--- config.mk ---
export PLATFORM = sky130hd
export DESIGN_NAME = mem_arbiter
export DESIGN_NICKNAME = d
export VERILOG_FILES = /design/src/rtl/mem_arbiter.sv
export SDC_FILE = /design/constraint.sdc
export NUM_CORES = 1
export LEC_CHECK = 0
export BUFFER_PORTS_ARGS = -buffer_cell sky130_fd_sc_hd__buf_2
export CAP_MARGIN = 15
export CELL_PAD_IN_SITES_DETAIL_PLACEMENT = 2
export CELL_PAD_IN_SITES_GLOBAL_PLACEMENT = 2
export CORE_ASPECT_RATIO = 0.7
export CORE_MARGIN = 2
export CORE_UTILIZATION = 23
export CTS_CLUSTER_DIAMETER = 60
export DETAILED_ROUTE_END_ITERATION = 10
export PLACE_DENSITY = 0.89
export SLEW_MARGIN = 20
export SYNTH_ARGS = -nofsm -noshare
export SYNTH_HDL_FRONTEND = slang
export SYNTH_SLANG_ARGS = --single-unit
--- constraint.sdc ---
create_clock -name clk -period 2.4 [get_ports clk]
set_input_delay 0.12 -clock clk [delete_from_list [all_inputs] [get_ports clk]]
set_output_delay 0.12 -clock clk [all_outputs]
set_load 0.005 [all_outputs]
--- src/rtl/mem_arbiter.sv ---
// mem_arbiter: shares one memory port between an instruction-fetch requester
// (IF) and a memory-stage data requester (DM).
//
// Ports
//   clk, reset            single clock, asynchronous active-low reset
//   if_req/if_addr        fetch read request, held until if_ack or if_kill
//   if_kill               squash the outstanding fetch (it still finishes on
//                         the memory port, just without if_ack)
//   if_ack/if_rdata       fetch completion and read data
//   dm_req/dm_we/dm_addr/dm_wdata   data request, held until dm_ack
//   dm_ack/dm_rdata       data completion and load data
//   mem_req/mem_we/mem_addr/mem_wdata   shared port command
//   mem_rdata/mem_ready   shared port response
//   stall_f/stall_m       pipeline stall requests
//   err                   sticky flag: a transaction waited TIMEOUT cycles
module mem_arbiter #(
   parameter int WORD       = 32,
   parameter int STARVE_MAX = 4,
   parameter int TIMEOUT    = 255
) (
   input  logic            clk,
   input  logic            reset,
   input  logic            if_req,
   input  logic [WORD-1:0] if_addr,
   input  logic            if_kill,
   output logic            if_ack,
   output logic [WORD-1:0] if_rdata,
   input  logic            dm_req,
   input  logic            dm_we,
   input  logic [WORD-1:0] dm_addr,
   input  logic [WORD-1:0] dm_wdata,
   output logic            dm_ack,
   output logic [WORD-1:0] dm_rdata,
   output logic            mem_req,
   output logic            mem_we,
   output logic [WORD-1:0] mem_addr,
   output logic [WORD-1:0] mem_wdata,
   input  logic [WORD-1:0] mem_rdata,
   input  logic            mem_ready,
   output logic            stall_f,
   output logic            stall_m,
   output logic            err
);

   localparam int SW = $clog2(STARVE_MAX) + 1;
   localparam int BW = $clog2(TIMEOUT + 1);
   localparam logic [SW-1:0] STARVE_LIM = SW'(STARVE_MAX);
   localparam logic [BW-1:0] BUSY_LIM   = BW'(TIMEOUT);

   typedef enum logic [1:0] {
      IDLE    = 2'd0,
      IF_BUSY = 2'd1,
      DM_BUSY = 2'd2
   } state_t;

   state_t          state_q, state_d;
   logic [WORD-1:0] addr_q, addr_d;
   logic [WORD-1:0] wdata_q, wdata_d;
   logic            we_q, we_d;
   logic            kill_q, kill_d;
   logic [SW-1:0]   starve_q, starve_d;
   logic [BW-1:0]   busy_q, busy_d;
   logic            err_q, err_d;
   logic            kill_now;

   // A kill raised in the same cycle as mem_ready must already suppress if_ack.
   assign kill_now = kill_q | ((state_q == IF_BUSY) & if_kill);

   assign mem_req   = (state_q != IDLE);
   assign mem_we    = we_q;
   assign mem_addr  = addr_q;
   assign mem_wdata = wdata_q;
   assign if_ack    = (state_q == IF_BUSY) & mem_ready & ~kill_now;
   assign dm_ack    = (state_q == DM_BUSY) & mem_ready;
   assign if_rdata  = mem_rdata;
   assign dm_rdata  = mem_rdata;
   assign stall_f   = if_req & ~if_ack;
   assign stall_m   = dm_req & ~dm_ack;
   assign err       = err_q;

   // Next-state logic: arbitration in IDLE, completion/timeout tracking while busy.
   always_comb begin
      state_d  = state_q;
      addr_d   = addr_q;
      wdata_d  = wdata_q;
      we_d     = we_q;
      starve_d = starve_q;
      busy_d   = busy_q;
      err_d    = err_q;
      // The flag only lives while the killed fetch is still waiting.
      kill_d   = (state_q == IF_BUSY) & ~mem_ready & kill_now;
      case (state_q)
         IDLE: begin
            // DM wins unless IF has already been passed over STARVE_MAX times.
            if (dm_req && !(if_req && (starve_q == STARVE_LIM))) begin
               state_d = DM_BUSY;
               addr_d  = dm_addr;
               we_d    = dm_we;
               wdata_d = dm_wdata;
               busy_d  = '0;
               if (!if_req) begin
                  starve_d = '0;
               end else if (starve_q != STARVE_LIM) begin
                  starve_d = starve_q + 1'b1;
               end else begin
                  starve_d = starve_q;
               end
            end else if (if_req) begin
               state_d  = IF_BUSY;
               addr_d   = if_addr;
               we_d     = 1'b0;
               wdata_d  = '0;
               busy_d   = '0;
               starve_d = '0;
            end else begin
               state_d = IDLE;
            end
         end
         IF_BUSY, DM_BUSY: begin
            if (mem_ready) begin
               state_d = IDLE;
            end else begin
               if (busy_q != BUSY_LIM) begin
                  busy_d = busy_q + 1'b1;
               end else begin
                  busy_d = busy_q;
               end
               // Flag the timeout but keep waiting for the memory.
               err_d = err_q | (busy_d == BUSY_LIM);
            end
         end
         default: begin
            state_d = IDLE;
         end
      endcase
   end

   // State and command registers; reset abandons any transaction in flight.
   always_ff @(posedge clk or negedge reset) begin
      if (!reset) begin
         state_q  <= IDLE;
         addr_q   <= '0;
         wdata_q  <= '0;
         we_q     <= 1'b0;
         kill_q   <= 1'b0;
         starve_q <= '0;
         busy_q   <= '0;
         err_q    <= 1'b0;
      end else begin
         state_q  <= state_d;
         addr_q   <= addr_d;
         wdata_q  <= wdata_d;
         we_q     <= we_d;
         kill_q   <= kill_d;
         starve_q <= starve_d;
         busy_q   <= busy_d;
         err_q    <= err_d;
      end
   end

endmodule

# --- After elaboration in Yosys (flattened, before gate mapping) ---
# Index checks and enable logic that the tools add are counted.
word_totals:
  out_inout_bits: 135
  in_bits: 135
  wordCells: 67
  reg_bits: 80
classes:
  bitwise: 14
  eq_ne: 10
  n_reduce_logical: 12
  n_addsub: 2
  muxes: 21
ops:
  columns: ["cell", "count"]
  rows:
  - ["two-way mux 32 bit", 4]
  - ["two-way mux 8 bit", 6]
  - ["case mux 8 bit (2 select lines)", 1]
  - ["two-way mux 3 bit", 4]
  - ["adder 8 x 1 -> 8 bit (second input constant)", 1]
  - ["bitwise AND 1 bit", 8]
  - ["equality test 8 bit (second input constant)", 1]
  - ["inequality test 8 bit (second input constant)", 1]
  - ["inequality test 3 bit (second input constant)", 2]
  - ["AND reduction 3 bit", 2]
  - ["nonzero test 2 bit", 3]
  - ["two-way mux 2 bit", 2]
  - ["inequality test 2 bit (second input constant)", 2]
  - ["NOT 1 bit", 4]
  - ["case mux 2 bit (2 select lines)", 1]
  - ["AND reduction 2 bit", 2]
  - ["adder 3 x 1 -> 3 bit (second input constant)", 1]
  - ["equality test 3 bit (second input constant)", 1]
  - ["two-way mux 1 bit", 3]
  - ["inequality test 3 x 2 -> 1 bit (second input constant)", 1]
  - ["equality test 2 x 1 -> 1 bit (second input constant)", 1]
  - ["equality test 2 bit (second input constant)", 1]
  - ["logical AND 1 bit", 2]
  - ["logical NOT 2 bit", 1]
  - ["3 further kinds", 4]

# --- Longest topological paths before layout ---
depth:
  depth_word: 7
  mapped_depth: 8
  mapped_depth_nobuf: 6

# --- Worst setup path before layout ---
# Ideal clock, no wire load.
synth_timing:
  path_kind: "flip-flop to flip-flop"
  from: "register state_q[0]"
  to: "register err_q, in the netlist err"
  setup_ns: 0.104
  setup_slack_ns: 0.667
  synth_period_minus_slack_ns: 1.733
  t_arrival_ns: 1.630
  required_ns: 2.296
  stages_incl_launch_ff: 7
  path_buffers: 1
  cell_sequence: "dfrtp_1 -> inv_1 -> ha_1 -> nand2b_1 -> buf_6 -> or4_4 -> o41ai_2"
synth_between:
  elab_chain_len: 3
synth_rtl:
  columns: ["item", "line_no", "text"]
  rows:
  - ["start, declared", "56", "state_t state_q, state_d;"]
  - ["start signal, assigned", "150", "state_q <= state_d;"]
  - ["equality test 2 x 1 -> 1 bit or equality test 2 bit (tied branches)", "92", "case (state_q)"]
  - ["OR reduction 2 bit (*)", "92", null]
  - ["AND reduction 2 bit (no line) (*)", null, null]
  - ["end signal, assigned", "157", "err_q <= err_d;"]
  - ["end, declared", "63", "logic err_q, err_d;"]
# Mark *: on every way between the ends. The rest lies on a longest branch, timed or not.
# A chain may end at the register's enable or synchronous reset.

# --- Final worst setup path ---
layout_timing:
  from: "register state_q[1]"
  to: "register err_q, in the netlist err"
# The elaborated chain is that of the path after synthesis.

==> results.md <==
* Outcome: finished clean
* Post-DRT Antenna Nets at 0
* Asr flop ratio synth at between 90% and 100%
* Internal power at 0.00372 W
* Yosys cell types at 35
* Reg clk slew, reported paths at roughly 60 ps
* Clock Tree Buf Depth at 2
* Die X at roughly 170 um
* DR iter-0 viols at 97
* Met2 Track Usage GR at between 20 and 25%
* Syn Nets at slightly below 600
* Num Clock Sinks at 80
* Worst-skew pair later-pin latency at 340 ps
* Site Rows at 41
* Critical Path, Cell by Cell: inv_1 -> ha_1 -> nand2b_1 -> or4_4 -> o41ai_2
* Critical Path RT at 2620 ps
* Logic pwr share at 35.9%
* Largest net degree at the start of global routing at 55
* Routed WL at 12.7 mm
* Worst Path Buf+Inv at 1
* Avg WL per Cell at 15.8 um
* Vias in the first global route at roughly 3.8k
* Commonest cells after routing, fill and taps aside: buf_2 (172), nand2_1 (110), dfrtp_1 (80), o21ai_0 (72), mux2i_1 (32)
* Crit-path max FO at 9
* Power density cells at roughly 1100 nW/um2
* Sw frac at 36.5%
* # diodes at 0
* Adder-cell share of the synthesized area at 1.80%
* Gate Count Post-Synth at 454
* Fill cells at 2067
* Synth Warn # at 0
* Main flop type after synthesis: dfrtp_1
* Dpl cells at a little under 800
* Initial core utilization at 23.3%
* Final Skew at 8.54 ps
* Post-layout instance area at 5220 um2
* Post CTS Setup Buffer Count at 0
* Gr ovfl total at 0
* Layout area overhead at 25.0%
* Die Y at 117 um
* Share of layout cells above drive strength 1 at 36.6%
* Worst min-delay path category: in2reg
* CP Launch Type: register
* Post-DP HPWL at ~9.5 mm
* Max Cap Viol at 0
* RSZ-0062 raised after global routing: no
* Clock power share at 26.3%
* Final Max Tran Viols at 0
* Busiest layer in global routing: met2
* DR vias/cell at 4.38
* Pwr Total at 0.00585 W
* Post-synthesis sequential area ratio at 47.9%
* Crit-path leading delay family: simple AND/OR/NAND/NOR gates
* Part of the cycle the worst path needs at between 80% and 90%
* Nets@finish at 702
* Post-Syn Area per Cell at 9.20 um2
* Actual slew at the worst max-slew pin at 512 ps
* Critical setup path kind: reg2reg
* Register share of total power at 37.8%
* Net switching power at approximately 0.0021 W
* Fin crit period at 2010 ps
* Layout Cells excl Fill at around 800
* Post-route DRC at 0
* Syn Std Cell Area at between 4000 and 5000 um2
* Pleak at 2.62 nW
* Setup TNS at 0 ps
* Final Hold Viols at 0
* H-Tree Depth at 3
* Largest family of logic cells by synthesized area: buffers and inverters
* Slew HR at 65.8%
* First-pass DRT Iterations at 4
* Critical Path Max Stage Delay at about 600 ps
* Placer congestion estimate at 0.719
* # IOs at 270
* Post-synthesis mux area share at roughly 7.7%
* Number of enable flip-flop cells after synthesis at 0
* Synth Area in Compound Gates at 13.1%
* DR vias at 3512
* Simple-gate share of the synthesized area at ~14%
* Antenna violations before repair at 0
* XOR/XNOR share of the synthesized area at 0%
* Minimum hold slack at 19.1 ps
* Core ar. at 17900 um2
* VDD IR max at 0.380 mV
* Met3 Usage GRT at about 5.5%
* Met1 Track Usage GR at 16.7%
* DP Area at approximately 4800 um2
* Max Clk Rate at ~500 MHz
* CP Data Arrival Time at 2230 ps
* Final Setup Violations at 0
* Max stage delay cell, worst path: or4_4
* Root buffer cell: clkbuf_16
* Global-route wire length before repair at 20.1 mm
* Yosys reg bits at 80
* Die area at 19300 um2
* All-layer global routing usage at 13.5%
* I/O Buffers at 173
* Most common library cell in the layout ignoring fill and taps: buf_2
* CTS tree: built
* Crit. End Element: register
* TritonCTS buffer count at 9
==> cell type report <==
cell class	count	area (um2)	area share (%)
Tap cell	236	295	5.66
Timing Repair Buffer	185	1010	19.3
Multi-Input combinational cell	276	1550	29.7
Clock buffer	10	239	4.58
Sequential cell	80	2000	38.4
Clock inverter	6	91.3	1.75
Inverter	9	33.8	0.647
==> worst reg2reg max path, cell delays in order (launching register included) <==
cell and delay (ps):
dfrtp_1 360, inv_1 90, ha_1 310, nand2b_1 210
or4_4 600, o41ai_2 320
==> power groups by stage <==
stage | Combinational [W] | Sequential [W] | Clock, W
final | 0.00210 | 0.00221 | 0.00154
after global routing | 0.00243 | 0.00229 | 0.00166
after CTS | 0.00217 | 0.00222 | 0.00161
after detailed placement | 0.00216 | 0.00224 | 0
after global placement | 0.00205 | 0.00220 | 0
after floorplan | 0.00107 | 0.00226 | 0
==> stage by stage <==
stage | util, % | worst slack (ps)
global placement | 27.0 | 442
global route | 29.2 | 281
detailed placement | 27.0 | 287
finish | 29.2 | 394
floorplan | - | 667
CTS | 29.1 | 241
==> cells in the mapped netlist (2+ instances only) <==
| cell | n | area share, % |
|---|---|---|
| a21oi_1 | 9 | 1.1 |
| a31oi_1 | 4 | 0.60 |
| and3_1 | 4 | 0.60 |
| buf_2 | 11 | 1.3 |
| buf_4 | 64 | 12 |
| buf_6 | 3 | 0.81 |
| clkbuf_1 | 11 | 0.99 |
| dfrtp_1 | 80 | 48 |
| ha_1 | 6 | 1.8 |
| inv_1 | 9 | 0.81 |
| mux2i_1 | 32 | 7.7 |
| nand2_1 | 111 | 10 |
| nand3_1 | 3 | 0.36 |
| nand4_1 | 2 | 0.30 |
| nor2_1 | 6 | 0.54 |
| nor2b_1 | 2 | 0.30 |
| nor3b_1 | 3 | 0.54 |
| o21ai_0 | 72 | 8.6 |
| o22ai_1 | 3 | 0.45 |
| o31ai_1 | 4 | 0.72 |
==> metal layers <==
| metal | vias to the layer above | share of wire (%) | routed length [um] |
|---|---|---|---|
| met5 | - | 0 | 0 |
| met4 | 0 | 0.78 | 99 |
| met3 | 9 | 7.9 | 996 |
| met2 | 134 | 47 | 5890 |
| met1 | 1703 | 45 | 5670 |
| li1 | 1666 | - | - |
==> flip-flops by register name, indices dropped and copies added, names as in the netlist <==
signal / flops
busy_q: 8
mem_we: 1
mem_wdata: 32
err: 1
state_q: 2
mem_addr: 32
starve_q: 3
kill_q: 1
==> what timing repair did <==
item | CTS | global route
endpoints found under the setup margin | 0 | 5
endpoints found under the hold margin | 37 | 0
hold buffers | 4 | 0
gates resized for setup | 0 | 2
==> kinds of logic (layout without fill, tap and decap cells) <==
family                   count (synthesis)  count (layout)
AND/OR/NAND/NOR                        139             139
AO/OA/AOI/OAI                           99              99
buffers and inverters                   98             210
flip-flops                              80              80
multiplexers                            32              32
adder cells (fa/ha/maj)                  6               6
==> path summary, 6_finish.rpt <==
path,start,to,slack (ps),cells past startpoint
setup / recovery,state_q[1],err,390,5
hold / removal,dm_wdata[14],mem_wdata[14],20,3
setup reg to reg,state_q[1],err,390,5
hold reg to reg,mem_wdata[11],mem_wdata[11],480,2
max in group asynchronous,reset,mem_wdata[0],1490,3
min in group asynchronous,reset,mem_addr[22],280,2
No activity file was read; power rests on OpenSTA's default activity.
